### src/rtl/rom_loader.sv
// Streams LENGTH bytes into CPU ROM starting at BASE_ADDR and holds the CPU in reset until the load completes.
// Optional trailing-checksum verification is enabled with `define ROM_LOADER_CHECKSUM_EN.
module rom_loader #(
    parameter logic [15:0] BASE_ADDR  = 16'h0000,
    parameter logic [16:0] LENGTH     = 17'h0C000,
    parameter int          AUTO_START = 1
) (
    input  logic        clk_12m,
    input  logic        rst,
    input  logic        load_start,
    input  logic [7:0]  in_data,
    input  logic        in_valid,
    output logic        in_ready,
    output logic [15:0] rom_write_addr,
    output logic [7:0]  rom_write_data,
    output logic        rom_write_en,
    output logic        cpu_rst,
    output logic        busy,
    output logic        done,
    output logic        error
);
    typedef enum logic [2:0] {IDLE, LOAD, CHECK, DONE, ERROR} state_t;

    localparam logic [16:0] LAST       = LENGTH - 17'd1;
    localparam logic        START_INIT = (AUTO_START != 0);

    state_t      state;
    logic [16:0] cnt;
    logic        start_pend;
    logic        xfer;

    assign xfer = in_valid & in_ready;

`ifdef ROM_LOADER_CHECKSUM_EN
    logic [7:0] sum;
    logic [7:0] ck_total;
    logic       error_q;
    assign ck_total = sum + in_data;
    assign error    = error_q;
`else
    assign error = 1'b0;
`endif

    always_ff @(posedge clk_12m or posedge rst) begin
        if (rst) begin
            state          <= IDLE;
            cnt            <= '0;
            start_pend     <= START_INIT;
            in_ready       <= 1'b0;
            rom_write_en   <= 1'b0;
            rom_write_addr <= BASE_ADDR;
            rom_write_data <= 8'h00;
            cpu_rst        <= 1'b1;
            busy           <= 1'b0;
            done           <= 1'b0;
`ifdef ROM_LOADER_CHECKSUM_EN
            sum            <= 8'h00;
            error_q        <= 1'b0;
`endif
        end else begin
            rom_write_en <= 1'b0;
            start_pend   <= 1'b0;
            case (state)
                IDLE, DONE, ERROR: begin
                    if (load_start || start_pend) begin
                        state    <= LOAD;
                        cnt      <= '0;
                        in_ready <= 1'b1;
                        busy     <= 1'b1;
                        cpu_rst  <= 1'b1;
                        done     <= 1'b0;
`ifdef ROM_LOADER_CHECKSUM_EN
                        sum      <= 8'h00;
                        error_q  <= 1'b0;
`endif
                    end
                end
                LOAD: begin
                    if (xfer) begin
                        rom_write_en   <= 1'b1;
                        rom_write_data <= in_data;
                        rom_write_addr <= BASE_ADDR + cnt[15:0];
                        cnt            <= cnt + 17'd1;
`ifdef ROM_LOADER_CHECKSUM_EN
                        sum            <= sum + in_data;
                        if (cnt == LAST)
                            state <= CHECK;
`else
                        if (cnt == LAST)
                            in_ready <= 1'b0;
`endif
                    end
`ifndef ROM_LOADER_CHECKSUM_EN
                    // one drain cycle so cpu_rst falls only after the last strobe is seen
                    else if (cnt == LENGTH) begin
                        state   <= DONE;
                        busy    <= 1'b0;
                        cpu_rst <= 1'b0;
                        done    <= 1'b1;
                    end
`endif
                end
`ifdef ROM_LOADER_CHECKSUM_EN
                CHECK: begin
                    if (xfer) begin
                        in_ready <= 1'b0;
                        busy     <= 1'b0;
                        if (ck_total == 8'h00) begin
                            state   <= DONE;
                            cpu_rst <= 1'b0;
                            done    <= 1'b1;
                        end else begin
                            state   <= ERROR;
                            error_q <= 1'b1;
                        end
                    end
                end
`endif
                default: state <= IDLE;
            endcase
        end
    end
endmodule
### config.mk
export PLATFORM = sky130hd
export DESIGN_NAME = rom_loader
export DESIGN_NICKNAME = d
export VERILOG_FILES = /design/src/rtl/rom_loader.sv
export SDC_FILE = /design/constraint.sdc
export NUM_CORES = 1
export LEC_CHECK = 0
export CORE_ASPECT_RATIO = 1.4
export CORE_UTILIZATION = 42
export CTS_CLUSTER_DIAMETER = 100
export DETAILED_ROUTE_END_ITERATION = 10
export PLACE_DENSITY_LB_ADDON = 0.2
export SKIP_LAST_GASP = 1
export SLEW_MARGIN = 10
export SYNTH_ARGS = -nofsm -noshare
export SYNTH_HDL_FRONTEND = slang
export SYNTH_SLANG_ARGS = --single-unit
### constraint.sdc
create_clock -name clk_12m -period 2.6 [get_ports clk_12m]
set_clock_uncertainty 0.1 [all_clocks]
set_input_delay 0.52 -clock clk_12m [delete_from_list [all_inputs] [get_ports clk_12m]]
set_output_delay 0.52 -clock clk_12m [all_outputs]
set_load 0.005 [all_outputs]
# Yosys cells after proc, flatten, opt, wreduce, memory -nomap -nowiden
# Index checks and enable logic that the tools add are counted.
dict set report totals {
  ff_bits 50
  word_cells 51
}
dict set report op_classes {
  add_sub_neg 1
  eq_ne 10
  n_mux 20
  bitwise 1
  reduce_logical 9
}
# cell n
set op_table {}
lappend op_table {{== test 17 x 16 -> 1 bit, second input constant} 2}
lappend op_table {{2-to-1 mux 17 bit} 2}
lappend op_table {{one-hot mux 17 bit (2 select lines)} 1}
lappend op_table {{adder 17 x 1 -> 17 bit, second input constant} 1}
lappend op_table {{2-to-1 mux 1 bit} 10}
lappend op_table {{inequality test 2 bit, second input constant} 5}
lappend op_table {{2-to-1 mux 3 bit} 3}
lappend op_table {{AND reduction 4 bit} 2}
lappend op_table {{one-hot mux 1 bit (2 select lines)} 3}
lappend op_table {{one-hot mux 3 bit (2 select lines)} 1}
lappend op_table {{AND reduction 3 bit} 2}
lappend op_table {{== test 3 x 1 -> 1 bit, second input constant} 1}
lappend op_table {{== test 3 x 2 -> 1 bit, second input constant} 1}
lappend op_table {{== test 3 bit, second input constant} 1}
lappend op_table {{zero test 3 bit} 1}
lappend op_table {{OR reduction 3 bit} 1}
lappend op_table {{AND reduction 2 bit} 1}
lappend op_table {{nonzero test 2 bit} 1}
lappend op_table {{AND 1 bit} 1}
lappend op_table {{logical OR 1 bit} 1}

# Logic depth before layout (Yosys ltp)
# Gate-level depths: netlist of the first run.
dict set report logic_depth {
  ltp_word 4
  depth_mapped 8
  mapped_depth_nobuf 6
}

# Worst setup path before layout of the first run
# OpenSTA, ideal clock, no wires.
dict set report synth_path {
  path_kind {flip-flop to flip-flop}
  startpoint {register state[0]}
  endpoint {register cnt[13]}
  setup_time_ns 0.078
  t_arrival_ns 2.015
  slack_ns 0.407
  stages_incl_launch_ff 8
  n_path_buf 1
  period_less_slack_ns 2.193
  cell_sequence {dfrtp_1 > inv_1 > ha_1 > nor3b_1 > or3_1 > buf_2 > or4_1 > a21oi_1}
}
dict set report synth_via {
  elab_chain_cells 4
}
# element line_no
set synth_lines {}
lappend synth_lines {{start, declared} 27} ;# state_t state;
lappend synth_lines {{start signal, assigned} 46} ;# state <= IDLE;
lappend synth_lines {{start signal, assigned} 66} ;# state <= LOAD;
lappend synth_lines {{start signal, assigned} 96} ;# state <= DONE;
lappend synth_lines {{== test 3 x 2 -> 1 bit (tied with other cells)} 63} ;# case (state)
lappend synth_lines {{OR reduction 3 bit} 63}
lappend synth_lines {{inequality test 2 bit (no source line) / nonzero test 2 bit (equally long branches)} n/a}
lappend synth_lines {{AND reduction 3 bit (no source line)} n/a}
lappend synth_lines {{end signal, assigned} 83} ;# cnt <= cnt + 17'd1;
lappend synth_lines {{end, declared} 28} ;# logic [16:0] cnt;
# Several ways; a longest one is shown, not always the timed one.
# A chain may end at the register's enable or synchronous reset.

# Worst setup path in the final report of the first run
dict set report layout_path {
  startpoint {register state[0]}
  endpoint {register cnt[15]}
}
# The elaborated chain is that of the path after synthesis.

==> flow_metrics.py, run 1 <==
metrics = {
    "outcome": {
        "outcome": "finished, final reports clean",
    },
    "place": {
        "place_area_um2": 2800,
        "dp_hpwl_um": 3330,
        "preCtsSetupSlack_ns": 0.0341,
        "gp_congestion": 0.855,
        "portBuffers": 40,
    },
    "cts": {
        "clk_pin_slew_worst_paths_ns": 0.09,
        "cts_max_path_buffers": 2,
        "clock_latency_ns": 0.30,
        "cts_tree": "built",
        "cts_num_sinks": 49,
        "numCtsBuffers": 5,
        "htree_levels": 2,
        "postCtsHoldBufs": 0,
        "postCtsSetupRepairBufs": 0,
        "ctsResizeCount": 0,
        "root_buffer": "clkbuf_8",
    },
    "sta": {
        "tns_ns": 0,
        "rsz0062_at_grt": "false",
        "maxSlewViolCount": 0,
        "period_needed_ns": 2.44,
        "final-hold-violation-count": 0,
        "setup_viol": 0,
        "finalCritPeriodShare_pct": 93.8,
        "relSlewSlack_pct": 48.0,
        "fmax_ghz": 0.410,
        "tightest_slew_ns": 0.774,
        "layout_setup_ws_ns": 0.161,
    },
    "setup_path": {
        "r2r_setup_slack_ns": 0.16,
        "critical_path_class": "reg2reg",
        "worst_r2r_endpoint": "cnt[15]",
        "crit_arrival_ns": 2.57,
        "required_ns": 2.73,
        "reg2reg_depth": 7,
        "worst_setup_path_start_kind": "flip-flop",
        "crit_fanout": 10,
        "end_kind": "flip-flop",
        "rr_startpoint": "state[0]",
    },
    "power_and_ir_drop": {
        "p_sw_w": 0.000268,
        "switching_share_pct": 19.7,
        "power.share.sequential_pct": 56.0,
        "p_clk_share_pct": 41.4,
        "p_leak_nw": 1.30,
        "comb_power_share_pct": 2.6,
        "ir_drop_mv": 0.345,
        "power.internal_w": 0.00109,
        "powerDensity_nw_per_um2": 467,
    },
    "run": {
        "maxCapViolations": 0,
    },
    "floorplan": {
        "die_x_um": 64.1,
        "rows": 31,
        "start_util_pct": 43.6,
        "die-area_um2": 5700,
        "ios": 42,
        "fp.dieH_um": 88.9,
        "design.core.area_um2": 5200,
    },
    "detailed_routing": {
        "drtPass1Iterations": 4,
        "via_per_inst": 5.32,
        "wl_per_cell_um": 14.2,
        "postRouteAntennaNets": 0,
        "drc": 0,
        "vias": 1693,
        "drt_iter0_markers": 19,
        "routed_wl_um": 4510,
    },
    "yosys": {
        "ys_warn_count": 0,
        "synth_seq_cells": 49,
        "netlist-cell-type-count": 36,
        "synthCells": 203,
        "async_flop_share_pct": 100,
        "synth_edf_count": 0,
        "synthFlopType": "dfrtp_1",
        "syn_avg_cell_area_um2": 11.2,
        "synth.cell_area_um2": 2270,
        "yosysSeqAreaShare_pct": 54.2,
    },
    "grt": {
        "grt_pass1_vias": 1644,
        "grt_max_degree": 28,
        "grt_antenna_before_repair": 0,
        "grtUsageTotal_pct": 17.7,
        "overflow": 0,
        "grt_pass1_wl_um": 7560,
    },
    "worst_hold_path": {
        "hold_path_depth": 2,
        "hold_path_class": "reg2reg",
        "holdPathEnd": "rom_write_addr[10]",
        "holdCritStartpoint": "rom_write_addr[10]",
    },
    "finish": {
        "final_common_cell": "dfrtp_1",
        "final_net_count": 267,
        "final_cell_mix": "dfrtp_1, clkdlybuf4s50_1, mux2_2",
        "nFillCells": 480,
        "stdcell_area_um2": 2920,
        "n_antenna_cell": 0,
        "drive_gt1_share_pct": 17.5,
        "area_growth_pct": 28.6,
    },
}
[layer usage]
layer / vias up / track usage, % / wire [um]
met5: - / 0 / 0
met4: 0 / 8.08 / 108
met3: 8 / 3.95 / 191
met2: 46 / 32.2 / 2330
met1: 816 / 19.8 / 1880
li1: 823 / - / -
[synth_stat cells (2+ instances only)]
cell / count / area share, %
inv_1: 10 / 1.7
nor2_1: 9 / 1.5
and4_1: 4 / 1.5
o21ai_0: 10 / 2.2
nor4_1: 5 / 1.4
or4_1: 5 / 1.7
nand3b_1: 3 / 0.99
nand2_1: 17 / 2.8
mux2_2: 20 / 9.9
nand4_1: 2 / 0.55
nor3b_1: 2 / 0.66
dfrtp_1: 47 / 52
ha_1: 4 / 2.2
o31ai_1: 6 / 2.0
nor4b_1: 5 / 1.9
or3_1: 6 / 1.7
xnor2_1: 5 / 1.9
buf_4: 2 / 0.66
nor3_1: 3 / 0.66
dfstp_2: 2 / 2.3
nand3_1: 5 / 1.1
clkbuf_1: 8 / 1.3
a21oi_1: 10 / 2.2
[through the flow]
stage / total power [W] / utilization, % / hold slack, ns / instances
2_1_floorplan: 0.000791 / - / 0.372 / 204
3_3_place_gp: 0.000815 / 53.9 / 0.368 / 310
3_5_place_dp: 0.000815 / 53.9 / 0.378 / 310
4_1_cts: 0.00138 / 56.1 / 0.398 / 318
5_1_grt: 0.00141 / 56.1 / 0.425 / 318
6_report: 0.00136 / 56.1 / 0.390 / 318
[power groups by stage]
stage	Clock, W	Combinational (W)	Sequential, W
after floorplan	0	0.0000128	0.000778
after global placement	0	0.0000366	0.000778
after detailed placement	0	0.0000370	0.000778
after CTS	0.000578	0.0000370	0.000763
after global routing	0.000608	0.0000407	0.000763
final	0.000564	0.0000352	0.000763
[flip-flops by register name, indices dropped and copies added, names as in the netlist]
signal and cells:
cnt 17, busy 1, done 1, in_ready 1
rom_write_en 1, start_pend 1, rom_write_addr 16, rom_write_data 8
cpu_rst 1, state 2
[kinds of logic after synthesis]
family          share of synthesized area (%)
compound gates                           9.16
xor+xnor                                 2.32
fa+ha+maj                                2.21
buf+inv                                  3.86
flops                                    54.2
mux                                      9.93
other cells                             0.165
simple gates                             18.2
[worst max-delay path, cell delays in order, from the launching register on]
cell,delay (ns)
dfrtp_1,0.38
inv_1,0.08
ha_1,0.33
nor3b_1,0.15
buf_4,0.16
or3_1,0.49
or4_1,0.53
a21oi_1,0.16
[layout make-up]
cell class	instances	area (um^2)	share of cell area [%]
timing repair buffer	51	495	17.0
clock inverter	1	30.0	1.03
sequential	49	1230	42.1
inverter	10	37.5	1.29
clock buffer	7	86.3	2.96
multi-input combinational	134	955	32.7
tap	66	82.6	2.83
[how the worst max path moves through the flow]
stage / start / to / cells after the start
after CTS: state[0] / cnt[15] / 7
after global placement: load_start / cnt[13] / 6
after floorplan: state[0] / cnt[13] / 7
after detailed placement: load_start / cnt[15] / 6
final: state[0] / cnt[15] / 7
after global routing: state[0] / cnt[12] / 8
(Power assumes the default switching activity.)
==> run 2: changes to the inputs <==
- CAP_MARGIN: not set -> 20
- SLEW_MARGIN: 10 -> 20
==> results of run 2 <==
Same layout as run 1: the final DEF is identical, and so are final timing and power.
